**src/rtl/des_pkg.sv**
```systemverilog
// Shared DES tables, FSM state type and bit-ordering helpers for the decrypt core.
// Bit 0 of every vector is DES bit 1; all tables hold the standard 1-based positions.
package des_pkg;

  localparam int unsigned BLK_W    = 64;
  localparam int unsigned HALF_W   = 32;
  localparam int unsigned CD_W     = 28;
  localparam int unsigned KS_W     = 56;
  localparam int unsigned SUBKEY_W = 48;
  localparam int unsigned RND_W    = 5;
  localparam int unsigned NUM_RND  = 16;

  typedef enum logic [1:0] {
    ST_IDLE  = 2'd0,
    ST_ROUND = 2'd1,
    ST_DONE  = 2'd2
  } state_e;

  localparam int unsigned IP_T [64] = '{
    58, 50, 42, 34, 26, 18, 10, 2,  60, 52, 44, 36, 28, 20, 12, 4,
    62, 54, 46, 38, 30, 22, 14, 6,  64, 56, 48, 40, 32, 24, 16, 8,
    57, 49, 41, 33, 25, 17,  9, 1,  59, 51, 43, 35, 27, 19, 11, 3,
    61, 53, 45, 37, 29, 21, 13, 5,  63, 55, 47, 39, 31, 23, 15, 7};

  localparam int unsigned IPI_T [64] = '{
    40, 8, 48, 16, 56, 24, 64, 32,  39, 7, 47, 15, 55, 23, 63, 31,
    38, 6, 46, 14, 54, 22, 62, 30,  37, 5, 45, 13, 53, 21, 61, 29,
    36, 4, 44, 12, 52, 20, 60, 28,  35, 3, 43, 11, 51, 19, 59, 27,
    34, 2, 42, 10, 50, 18, 58, 26,  33, 1, 41,  9, 49, 17, 57, 25};

  localparam int unsigned E_T [48] = '{
    32,  1,  2,  3,  4,  5,   4,  5,  6,  7,  8,  9,
     8,  9, 10, 11, 12, 13,  12, 13, 14, 15, 16, 17,
    16, 17, 18, 19, 20, 21,  20, 21, 22, 23, 24, 25,
    24, 25, 26, 27, 28, 29,  28, 29, 30, 31, 32,  1};

  localparam int unsigned P_T [32] = '{
    16,  7, 20, 21, 29, 12, 28, 17,   1, 15, 23, 26,  5, 18, 31, 10,
     2,  8, 24, 14, 32, 27,  3,  9,  19, 13, 30,  6, 22, 11,  4, 25};

  localparam int unsigned PC1_T [56] = '{
    57, 49, 41, 33, 25, 17,  9,   1, 58, 50, 42, 34, 26, 18,
    10,  2, 59, 51, 43, 35, 27,  19, 11,  3, 60, 52, 44, 36,
    63, 55, 47, 39, 31, 23, 15,   7, 62, 54, 46, 38, 30, 22,
    14,  6, 61, 53, 45, 37, 29,  21, 13,  5, 28, 20, 12,  4};

  localparam int unsigned PC2_T [48] = '{
    14, 17, 11, 24,  1,  5,   3, 28, 15,  6, 21, 10,
    23, 19, 12,  4, 26,  8,  16,  7, 27, 20, 13,  2,
    41, 52, 31, 37, 47, 55,  30, 40, 51, 45, 33, 48,
    44, 49, 39, 56, 34, 53,  46, 42, 50, 36, 29, 32};

  // Decrypt rotates right (round 1 uses C0/D0 directly); encrypt rotates left.
  localparam int unsigned DEC_SHIFT [16] = '{0, 1, 2, 2, 2, 2, 2, 2, 1, 2, 2, 2, 2, 2, 2, 1};
  localparam int unsigned ENC_SHIFT [16] = '{1, 1, 2, 2, 2, 2, 2, 2, 1, 2, 2, 2, 2, 2, 2, 1};

  localparam int unsigned SBOX [8][64] = '{
    '{14, 4,13, 1, 2,15,11, 8, 3,10, 6,12, 5, 9, 0, 7,  0,15, 7, 4,14, 2,13, 1,10, 6,12,11, 9, 5, 3, 8,
       4, 1,14, 8,13, 6, 2,11,15,12, 9, 7, 3,10, 5, 0, 15,12, 8, 2, 4, 9, 1, 7, 5,11, 3,14,10, 0, 6,13},
    '{15, 1, 8,14, 6,11, 3, 4, 9, 7, 2,13,12, 0, 5,10,  3,13, 4, 7,15, 2, 8,14,12, 0, 1,10, 6, 9,11, 5,
       0,14, 7,11,10, 4,13, 1, 5, 8,12, 6, 9, 3, 2,15, 13, 8,10, 1, 3,15, 4, 2,11, 6, 7,12, 0, 5,14, 9},
    '{10, 0, 9,14, 6, 3,15, 5, 1,13,12, 7,11, 4, 2, 8, 13, 7, 0, 9, 3, 4, 6,10, 2, 8, 5,14,12,11,15, 1,
      13, 6, 4, 9, 8,15, 3, 0,11, 1, 2,12, 5,10,14, 7,  1,10,13, 0, 6, 9, 8, 7, 4,15,14, 3,11, 5, 2,12},
    '{ 7,13,14, 3, 0, 6, 9,10, 1, 2, 8, 5,11,12, 4,15, 13, 8,11, 5, 6,15, 0, 3, 4, 7, 2,12, 1,10,14, 9,
      10, 6, 9, 0,12,11, 7,13,15, 1, 3,14, 5, 2, 8, 4,  3,15, 0, 6,10, 1,13, 8, 9, 4, 5,11,12, 7, 2,14},
    '{ 2,12, 4, 1, 7,10,11, 6, 8, 5, 3,15,13, 0,14, 9, 14,11, 2,12, 4, 7,13, 1, 5, 0,15,10, 3, 9, 8, 6,
       4, 2, 1,11,10,13, 7, 8,15, 9,12, 5, 6, 3, 0,14, 11, 8,12, 7, 1,14, 2,13, 6,15, 0, 9,10, 4, 5, 3},
    '{12, 1,10,15, 9, 2, 6, 8, 0,13, 3, 4,14, 7, 5,11, 10,15, 4, 2, 7,12, 9, 5, 6, 1,13,14, 0,11, 3, 8,
       9,14,15, 5, 2, 8,12, 3, 7, 0, 4,10, 1,13,11, 6,  4, 3, 2,12, 9, 5,15,10,11,14, 1, 7, 6, 0, 8,13},
    '{ 4,11, 2,14,15, 0, 8,13, 3,12, 9, 7, 5,10, 6, 1, 13, 0,11, 7, 4, 9, 1,10,14, 3, 5,12, 2,15, 8, 6,
       1, 4,11,13,12, 3, 7,14,10,15, 6, 8, 0, 5, 9, 2,  6,11,13, 8, 1, 4,10, 7, 9, 5, 0,15,14, 2, 3,12},
    '{13, 2, 8, 4, 6,15,11, 1,10, 9, 3,14, 5, 0,12, 7,  1,15,13, 8,10, 3, 7, 4,12, 5, 6,11, 0,14, 9, 2,
       7,11, 4, 1, 9,12,14, 2, 0, 6,10,13,15, 3, 5, 8,  2, 1,14, 7, 4,10, 8,13,15,12, 9, 0, 3, 5, 6,11}};

  function automatic logic [0:BLK_W-1] perm_ip(input logic [0:BLK_W-1] x);
    logic [0:BLK_W-1] y;
    for (int i = 0; i < 64; i++) y[i] = x[6'(IP_T[i] - 1)];
    return y;
  endfunction

  function automatic logic [0:BLK_W-1] perm_ip_inv(input logic [0:BLK_W-1] x);
    logic [0:BLK_W-1] y;
    for (int i = 0; i < 64; i++) y[i] = x[6'(IPI_T[i] - 1)];
    return y;
  endfunction

  function automatic logic [0:SUBKEY_W-1] perm_e(input logic [0:HALF_W-1] x);
    logic [0:SUBKEY_W-1] y;
    for (int i = 0; i < 48; i++) y[i] = x[5'(E_T[i] - 1)];
    return y;
  endfunction

  function automatic logic [0:HALF_W-1] perm_p(input logic [0:HALF_W-1] x);
    logic [0:HALF_W-1] y;
    for (int i = 0; i < 32; i++) y[i] = x[5'(P_T[i] - 1)];
    return y;
  endfunction

  function automatic logic [0:KS_W-1] perm_pc1(input logic [0:BLK_W-1] x);
    logic [0:KS_W-1] y;
    for (int i = 0; i < 56; i++) y[i] = x[6'(PC1_T[i] - 1)];
    return y;
  endfunction

  function automatic logic [0:SUBKEY_W-1] perm_pc2(input logic [0:KS_W-1] x);
    logic [0:SUBKEY_W-1] y;
    for (int i = 0; i < 48; i++) y[i] = x[6'(PC2_T[i] - 1)];
    return y;
  endfunction

  // Row from the outer bits, column from the inner four.
  function automatic logic [3:0] sbox_lu(input logic [2:0] s, input logic [5:0] b);
    return 4'(SBOX[s][{b[5], b[0], b[4:1]}]);
  endfunction

  function automatic logic [1:0] shift_amt(input logic [RND_W-1:0] rnd, input logic enc);
    logic [3:0] idx;
    logic [1:0] amt;
    idx = 4'(rnd - 5'd1);
    amt = enc ? 2'(ENC_SHIFT[idx]) : 2'(DEC_SHIFT[idx]);
    if (rnd == '0 || rnd > 5'(NUM_RND)) amt = 2'd0;
    return amt;
  endfunction

  function automatic logic [0:CD_W-1] rot_cd(input logic [0:CD_W-1] x, input logic [1:0] amt,
                                              input logic left);
    logic [0:CD_W-1] y;
    y = x;
    if (left) begin
      if (amt == 2'd1)      y = {x[1:27], x[0]};
      else if (amt == 2'd2) y = {x[2:27], x[0:1]};
    end else begin
      if (amt == 2'd1)      y = {x[27], x[0:26]};
      else if (amt == 2'd2) y = {x[26:27], x[0:25]};
    end
    return y;
  endfunction

endpackage

```
**src/rtl/des_decrypt_core_key_sched_rev.sv**
```systemverilog
// Reversed on-the-fly key schedule: C/D registers loaded through PC1, rotated per round,
// with the PC2 subkey formed from the rotated value so each round's key is ready in-cycle.
module des_key_sched_rev
  import des_pkg::*;
(
  input  logic                clk,
  input  logic                rst,
  input  logic                load,
  input  logic                step,
  input  logic                enc,
  input  logic [0:BLK_W-1]    key,
  input  logic [RND_W-1:0]    rnd,
  output logic [0:SUBKEY_W-1] subkey_c
);

  logic [0:CD_W-1] c_q, c_d, d_q, d_d;
  logic [0:CD_W-1] c_rot, d_rot;
  logic [1:0]      amt;

  always_comb begin
    amt      = shift_amt(rnd, enc);
    c_rot    = rot_cd(c_q, amt, enc);
    d_rot    = rot_cd(d_q, amt, enc);
    subkey_c = perm_pc2({c_rot, d_rot});
    c_d      = c_q;
    d_d      = d_q;
    if (load) begin
      {c_d, d_d} = perm_pc1(key);
    end else if (step) begin
      c_d = c_rot;
      d_d = d_rot;
    end
  end

  always_ff @(posedge clk) begin
    if (rst) begin
      c_q <= '0;
      d_q <= '0;
    end else begin
      c_q <= c_d;
      d_q <= d_d;
    end
  end

endmodule

```
**src/rtl/f_func.sv**
```systemverilog
// DES round function: expand R, mix in the subkey, S-box substitute, P-permute.
module f_func
  import des_pkg::*;
(
  input  logic [0:HALF_W-1]   r_in,
  input  logic [0:SUBKEY_W-1] subkey,
  output logic [0:HALF_W-1]   f_c
);

  logic [0:SUBKEY_W-1] mix;
  logic [0:HALF_W-1]   sbox_out;

  always_comb begin
    mix      = perm_e(r_in) ^ subkey;
    sbox_out = '0;
    for (int s = 0; s < 8; s++) sbox_out[4*s +: 4] = sbox_lu(3'(s), mix[6*s +: 6]);
    f_c = perm_p(sbox_out);
  end

endmodule

```
**src/rtl/des_decrypt_core.sv**
```systemverilog
// Iterative DES decrypt engine: valid/ready in, 16 rounds at one per clock, valid/ready out.
// Optional DES_DEC_ENC_MODE_EN adds an enc input that switches the schedule to encryption.
module des_decrypt_core
  import des_pkg::*;
(
  input  logic             clk,
  input  logic             rst,
  input  logic             in_valid,
  output logic             in_ready,
  input  logic [0:BLK_W-1] data_in,
  input  logic [0:BLK_W-1] key,
`ifdef DES_DEC_ENC_MODE_EN
  input  logic             enc,
`endif
  output logic             out_valid,
  input  logic             out_ready,
  output logic [0:BLK_W-1] data_out,
  output logic             busy
);

  state_e                state_q, state_d;
  logic [RND_W-1:0]      rnd_q, rnd_d;
  logic [0:HALF_W-1]     l_q, l_d, r_q, r_d;
  logic [0:BLK_W-1]      data_out_q, data_out_d;
  logic                  ks_load, ks_step, rnd_ok, enc_mode;
  logic [0:SUBKEY_W-1]   subkey_c;
  logic [0:HALF_W-1]     f_c;

`ifdef DES_DEC_ENC_MODE_EN
  logic enc_q, enc_d;
  assign enc_mode = enc_q;
`else
  assign enc_mode = 1'b0;
`endif

  des_key_sched_rev u_key_sched (
    .clk      (clk),
    .rst      (rst),
    .load     (ks_load),
    .step     (ks_step),
    .enc      (enc_mode),
    .key      (key),
    .rnd      (rnd_q),
    .subkey_c (subkey_c)
  );

  f_func u_f_func (
    .r_in   (r_q),
    .subkey (subkey_c),
    .f_c    (f_c)
  );

  assign in_ready  = (state_q == ST_IDLE) && !rst;
  assign out_valid = (state_q == ST_DONE);
  assign busy      = (state_q != ST_IDLE);
  assign data_out  = data_out_q;

  // Next-state and datapath update.
  always_comb begin
    state_d    = state_q;
    rnd_d      = rnd_q;
    l_d        = l_q;
    r_d        = r_q;
    data_out_d = data_out_q;
    ks_load    = 1'b0;
    ks_step    = 1'b0;
    rnd_ok     = (rnd_q != '0) && (rnd_q <= 5'(NUM_RND));
`ifdef DES_DEC_ENC_MODE_EN
    enc_d      = enc_q;
`endif
    unique case (state_q)
      ST_IDLE: begin
        if (in_valid && in_ready) begin
          state_d    = ST_ROUND;
          {l_d, r_d} = perm_ip(data_in);
          rnd_d      = 5'd1;
          ks_load    = 1'b1;
`ifdef DES_DEC_ENC_MODE_EN
          enc_d      = enc;
`endif
        end
      end
      ST_ROUND: begin
        if (!rnd_ok) begin
          state_d = ST_IDLE;
          rnd_d   = '0;
        end else begin
          ks_step = 1'b1;
          l_d     = r_q;
          r_d     = l_q ^ f_c;
          if (rnd_q == 5'(NUM_RND)) begin
            // Final round: undo the half swap before the inverse IP.
            data_out_d = perm_ip_inv({r_d, l_d});
            state_d    = ST_DONE;
            rnd_d      = '0;
          end else begin
            rnd_d = rnd_q + 5'd1;
          end
        end
      end
      ST_DONE: begin
        if (out_ready) state_d = ST_IDLE;
      end
      default: state_d = ST_IDLE;
    endcase
  end

  always_ff @(posedge clk) begin
    if (rst) begin
      state_q    <= ST_IDLE;
      rnd_q      <= '0;
      l_q        <= '0;
      r_q        <= '0;
      data_out_q <= '0;
`ifdef DES_DEC_ENC_MODE_EN
      enc_q      <= 1'b0;
`endif
    end else begin
      state_q    <= state_d;
      rnd_q      <= rnd_d;
      l_q        <= l_d;
      r_q        <= r_d;
      data_out_q <= data_out_d;
`ifdef DES_DEC_ENC_MODE_EN
      enc_q      <= enc_d;
`endif
    end
  end

endmodule

```
**config.mk**
```make
export PLATFORM = sky130hd
export DESIGN_NAME = des_decrypt_core
export DESIGN_NICKNAME = d
export VERILOG_FILES = /design/src/rtl/des_pkg.sv /design/src/rtl/des_decrypt_core_key_sched_rev.sv /design/src/rtl/f_func.sv /design/src/rtl/des_decrypt_core.sv
export SDC_FILE = /design/constraint.sdc
export NUM_CORES = 1
export LEC_CHECK = 0
export BUFFER_PORTS_ARGS = -buffer_cell sky130_fd_sc_hd__clkbuf_2
export CAP_MARGIN = 15
export CORE_ASPECT_RATIO = 0.75
export CORE_MARGIN = 1.5
export CORE_UTILIZATION = 60
export CTS_CLUSTER_SIZE = 40
export DETAILED_ROUTE_END_ITERATION = 8
export GPL_TIMING_DRIVEN = 0
export PLACE_DENSITY = 0.82
export SYNTH_ARGS = -nofsm -noshare
export SYNTH_HDL_FRONTEND = slang
export SYNTH_HIERARCHICAL = 1
export SYNTH_SLANG_ARGS = --single-unit
```
**constraint.sdc**
```tcl
create_clock -name clk -period 7.4 [get_ports clk]
set_clock_uncertainty 0.05 [all_clocks]
set_input_delay 0.74 -clock clk [delete_from_list [all_inputs] [get_ports clk]]
set_output_delay 0.74 -clock clk [all_outputs]
set_load 0.01 [all_outputs]
```
==> impl_metrics.toml, run 1 <==
[run_status]
status = "finished, final reports clean"

[setup_path]
required_ns = 7.74
cp_max_fo = 11
end_kind = "flop"
r2r_slack_ns = 0.46
cpMaxStageDelayCell = "o31ai_1"
crit_path_start_kind = "flop"
cp_cell_sequence = "inv_1 > ha_1 > o41ai_1 > and2_1 > o21ba_2 > ha_1 > buf_4 > buf_2 > nand3b_1 > a32oi_1 > a21oi_1 > inv_1 > xnor2_1 > inv_1 > ha_1 > nand2_1 > nor3b_1 > nor3_1 > o31ai_1 > xnor2_1 > nor2_1 > a21oi_1 > o22ai_1"
rr_worst_depth = 23
r2r_end = "r_q[11]"
cp_data_arrival_time_ns = 7.28
reg2reg_from = "rnd_q[0]"
max_stage_delay_ns = 1.01
path_class = "flop to flop"

[pwr]
power_density_nw_per_um2 = 232
leakage_uw = 0.00720
ir_drop_v = 0.000198
power_uw = 4110

[layout]
drive_gt1_share_pct = 16.1
final_nets = 2444
areaGrowthSynthToFinish_pct = 12.6

[min_path]
hold_start = "data_out[58]"
holdPathStages = 2
hp-class = "flop to flop"
holdPathEnd = "data_out[58]"

[die]
die_w_um = 190
core_area_um2 = 25800
die_h_um = 143
pin_count = 199
start_util_pct = 60.9
die-area_um2 = 27200
row_count = 51

[yosys]
ys_seq_elements = 191
ys_top_cells_by_area = "dfxtp_1 24%, a21oi_1 8.1%, ha_1 5.7%"
yosysTopAreaCell = "dfxtp_1"
synthFlopType = "dfxtp_1"
synth_edf_count = 0
async_flop_share_pct = 0
ys.warnings.count = 6
synth_area_per_cell_um2 = 7.77
yosys.cell_types.count = 71
synth_top_area_share_pct = 24.3
netlist_area_um2 = 15700
synthCells = 2027
synth-seq-area-share_pct = 24.3

[sta]
tightest_slew_ns = 1.19
fin_crit_sh_pct = 93.8
rsz0062_at_grt = "no"
finalCriticalPeriod_ns = 6.94
hold_violations = 0
setup_violations = 0
max_clock_freq_mhz = 144
drv_slew = 0
slew_headroom_pct = 20.1
tns_ns = 0

[cts]
h-tree-depth = 4
insertion_delay_ns = 0.46
path_clk_slew_ns = 0.08
hold_buffers = 0
post_cts_buffers = 0
cts_buffers = 17
cts.sinks = 191
clock_path_buffers = 2
cts_root_buf = "clkbuf_16"
cts_tree = "done"
post_cts_resized = 0

[detailed_routing]
num_vias = 18100
dr.pass1.iters = 7
routed_via_density = 6.96
drcViolationCount = 0
drt-total-wl_um = 64700
drt_iter0_markers = 3023
wire_per_inst_um = 24.9
postRouteAntennaNets = 0

[placement]
port_buffers = 190
place_congestion = 1.08
place_hpwl_um = 49200

[global_route]
overflow = 0
grt_pass1_vias = 16400
grt_max_degree = 20
grt_usage_pct = 46.3
grt_pass1_wl_um = 96100
antenna_found_initial = 1

[run]
maxCapViolations = 0
## cells in the final DEF, fill, tap and decap left out, types with 8 or more instances in the layout
cell type	n
nor2_1	176
buf_4	10
buf_1	9
nor3_1	30
clkbuf_2	190
a32o_1	27
a31oi_1	13
a221oi_1	11
buf_6	8
ha_1	72
inv_1	60
clkbuf_1	75
nor3b_1	51
nand2b_1	37
clkbuf_16	17
xnor2_1	79
mux4_2	25
nand2_1	224
o22ai_1	57
nand3_1	21
o211ai_1	28
dfxtp_1	191
a211oi_1	58
a32oi_1	24
o31ai_1	36
mux2i_1	31
and3_1	30
nand3b_1	61
nor2b_1	10
buf_2	73
a21oi_1	256
a311oi_1	38
or3_1	28
o21ai_0	37
xor2_1	40
## sequential cells by signal, indices dropped and copies added (netlist names)
register         count
l_q                 32
data_out            64
rnd_q                5
r_q                 32
u_key_sched/d_q     28
state_q              2
u_key_sched/c_q     28
## synthesized netlist by cell type (21+ instances only)
cell type  number
a211oi_1       58
a21oi_1       256
a311oi_1       38
a32o_1         27
a32oi_1        24
and3_1         30
buf_2          73
clkbuf_1       73
dfxtp_1       191
ha_1           72
inv_1          60
mux2i_1        31
mux4_2         25
nand2_1       224
nand2b_1       37
nand3_1        21
nand3b_1       61
nor2_1        176
nor3_1         30
nor3b_1        51
o211ai_1       28
o21ai_0        37
o22ai_1        57
o31ai_1        36
or3_1          28
xnor2_1        79
xor2_1         40
## logic make-up after synthesis
| kind of cell | Yosys count | synth area share, % |
|---|---|---|
| and+or+nand+nor | 683 | 21.3 |
| AOI/OAI and AO/OA | 643 | 27.0 |
| buffers and inverters | 239 | 6.90 |
| DFF | 191 | 24.3 |
| xor gates and xnor gates | 130 | 7.90 |
| adders and majority gates | 74 | 5.85 |
| muxes | 66 | 6.74 |
| other | 1 | 0.0238 |
## power breakdown
group,switching [uW],total [uW],internal [uW]
registers,94.3,1180,1080
logic,1250,1990,742
clock network,496,949,453
## how the worst max path moves through the flow
stage	from	end	slack [ns]	cells after the start
2_1_floorplan	rnd_q[0]	r_q[30]	2.25	21
3_3_place_gp	rnd_q[0]	r_q[30]	1.16	21
3_5_place_dp	rnd_q[0]	r_q[30]	0.90	21
4_1_cts	rnd_q[0]	r_q[29]	0.82	20
5_1_grt	rnd_q[0]	r_q[29]	0.16	20
6_report	rnd_q[0]	r_q[11]	0.46	23
## worst max-delay path, delay by kind of cell, from the launching register on
| kind | cells | cell delay [ns] |
|---|---|---|
| compound gates | 7 | 2.33 |
| xor+xnor | 2 | 1.12 |
| simple gates | 6 | 1.03 |
| buf+inv | 5 | 0.98 |
| fa+ha+maj | 3 | 0.84 |
| flops | 1 | 0.52 |
## metal layers
metal / vias to the layer above / GRT usage [%] / routed length, um
met5: - / 2.20 / 103
met2: 1587 / 65.2 / 25900
met3: 251 / 15.8 / 10300
met4: 4 / 20.2 / 2960
met1: 8397 / 63.5 / 25500
li1: 7856 / - / -
## final cells by class
type	instances	area, um^2
Timing Repair Buffer	190	951
Sequential cell	191	3820
Clock inverter	13	148
Clock buffer	19	433
Multi-Input combinational cell	1601	10900
Buffer	173	838
Tap cell	344	430
Antenna cell	1	2.50
Fill cell	2210	8120
Inverter	66	248
## metrics by stage
step	instances	utilization, %	cell area, um^2	setup WS, ns	hold WS [ns]
2_1_floorplan	2031	-	15800	2.25	0.419
3_3_place_gp	2565	66.3	17100	1.16	0.396
3_5_place_dp	2565	66.3	17100	0.898	0.398
4_1_cts	2597	68.6	17700	0.824	0.409
5_1_grt	2597	68.6	17700	0.158	0.427
6_report	2598	68.6	17700	0.461	0.411
(Power assumes the default switching activity.)
==> inputs of run 2 (changes only) <==
Settings changed: CORE_UTILIZATION 60 to 53, PLACE_DENSITY 0.82 to 0.75.
Clock period 7.4 ns to 6 ns, I/O delays scaled along.
==> run 2 against run 1 <==
  * Hold slack got worse by 0.092 ns
  * Flip-flop and latch count did not move
  * Setup slack got worse by 0.28 ns
  * First-iteration DRC count fell by 16%
  * Largest power group unchanged
==> impl_metrics.toml, run 2 (same netlist as run 1, synthesis figures left out) <==
[layout]
multiInputGateArea_um2 = 11100
final_common_cell = "a21oi_1"
final_nets = 2451
areaGrowthSynthToFinish_pct = 15.5
final_cell_mix = "255 x a21oi_1, 224 x nand2_1, 195 x clkbuf_2, 190 x dfxtp_1, 176 x nor2_1"
drive_gt1_share_pct = 17.8
seqCellArea_um2 = 3820
largest_register_ff_count = 64
fillers = 2628

[die]
start_util_pct = 54.1
core_area_um2 = 29100
die_w_um = 202
row_count = 54
die_h_um = 152
pin_count = 199
die-area_um2 = 30800

[global_route]
grt_usage_pct = 42.0
grt_max_degree = 23
antenna_found_initial = 3
grt_pass1_wl_um = 99600
grt_pass1_vias = 16400
overflow = 0

[placement]
port_buffers = 190
place_hpwl_um = 50600
place_congestion = 1.03

[setup_path]
cp_data_arrival_time_ns = 6.10
end_kind = "flop"
r2r_end = "r_q[7]"
cp_max_fo = 10
rr_worst_depth = 21
path_class = "flop to flop"
crit_path_start_kind = "flop"
reg2reg_from = "rnd_q[1]"
r2r_slack_ns = 0.18
required_ns = 6.28

[run]
maxCapViolations = 0

[cts]
h-tree-depth = 4
cts_root_buf = "clkbuf_16"
insertion_delay_ns = 0.48
cts.sinks = 191
path_clk_slew_ns = 0.09
cts_buffers = 17
clock_path_buffers = 2
cts_tree = "done"

[detailed_routing]
drcViolationCount = 0
wire_per_inst_um = 24.9
wl_met1_um = 27600
met3_length_um = 9200
top_layer = "met4"
num_vias = 17900
dr.pass1.iters = 7
postRouteAntennaNets = 0
routed_via_density = 6.74
drt_iter0_markers = 2543
drt-total-wl_um = 66000
wl_met2_um = 26600

[run_status]
status = "finished, final reports clean"

[sta]
hold_ws_ns = 0.319
max_clock_freq_mhz = 172
finalCriticalPeriod_ns = 5.82
tns_ns = 0
fin_crit_sh_pct = 97.0
slew_headroom_pct = 30.9
setup_violations = 0
hold_violations = 0
tightest_slew_ns = 1.04
drv_slew = 0

[pwr]
leakage_uw = 0.00734
ir_drop_v = 0.000188
power_density_nw_per_um2 = 286

[min_path]
holdPathEnd = "l_q[15]"
hold_start = "data_in[3]"
hp-class = "input pin to flop"
holdPathStages = 3
-- run 2: cell types whose count changed in the layout (fill, tap and decap cells not counted), sizes merged --
cell      change
clkinvlp      -1
clkbuf        -2
buf           +7
inv           -1
clkinv        +4
-- run 2: cell type report --
| class | instances | area share [%] |
|---|---|---|
| Antenna cell | 1 | 0.0138 |
| Buffer | 171 | 4.64 |
| Clock buffer | 17 | 2.34 |
| Clock inverter | 15 | 1.12 |
| Inverter | 66 | 1.37 |
| Multi-Input combinational cell | 1601 | 61.1 |
| Sequential cell | 191 | 21.0 |
| Tap cell | 392 | 2.70 |
| Timing Repair Buffer | 199 | 5.67 |
-- run 2: what timing repair did --
item                                    in CTS  in global routing
hold buffers                                 0                  0
buffers inserted                             1                  8
resized for setup                           19                 29
endpoints found under the setup margin      37                 58
hold endpoints to repair                     0                  0
pin swaps                                    1                  5
-- run 2: routing by layer --
metal / vias to the layer above / GRT usage, %
met2: 1293 / 59.0
met4: 0 / 15.6
met5: - / 0
li1: 7860 / -
met3: 176 / 10.7
met1: 8548 / 61.2
-- run 2: worst max path at each step --
stage / start / endpoint / slack (ns)
finish: rnd_q[1] / r_q[7] / 0.18
global route: rnd_q[1] / r_q[23] / -0.02
CTS: rnd_q[0] / r_q[6] / 0.007
detailed placement: rnd_q[0] / r_q[22] / -0.66
global placement: rnd_q[0] / r_q[22] / -0.55
floorplan: rnd_q[0] / r_q[30] / 0.85
-- run 2: stage by stage --
stage | cells | setup WS (ns) | area [um^2] | total power [uW] | utilization [%]
final | 2653 | 0.180 | 18200 | 5200 | 62.5
after global routing | 2653 | -0.0158 | 18200 | 5410 | 62.5
after CTS | 2646 | 0.00668 | 18000 | 5030 | 61.7
after detailed placement | 2613 | -0.658 | 17200 | 3800 | 59.1
after global placement | 2613 | -0.546 | 17200 | 3770 | 59.1
after floorplan | 2031 | 0.846 | 15800 | 3110 | -
-- run 2: where the power goes --
group | total, uW | switching (uW) | internal, uW | leakage [uW]
clock network | 1230 | 651 | 576 | 0.000304
registers | 1460 | 123 | 1330 | 0.00155
logic | 2520 | 1560 | 960 | 0.00548
total | 5200 | 2330 | 2870 | 0.00734
-- run 2: critical path: stages, from the launching register on --
cell,delay (ns)
dfxtp_1,0.49
inv_1,0.12
ha_1,0.26
o41ai_2,0.46
and2_1,0.21
o21ba_2,0.14
ha_1,0.24
buf_4,0.23
buf_2,0.33
nand3b_1,0.18
a32oi_1,0.06
a21oi_1,0.20
inv_1,0.17
xnor2_4,0.35
ha_1,0.44
mux4_2,0.51
mux4_2,0.50
inv_1,0.15
xnor2_1,0.24
nor2_1,0.07
a21oi_1,0.15
o22ai_1,0.11
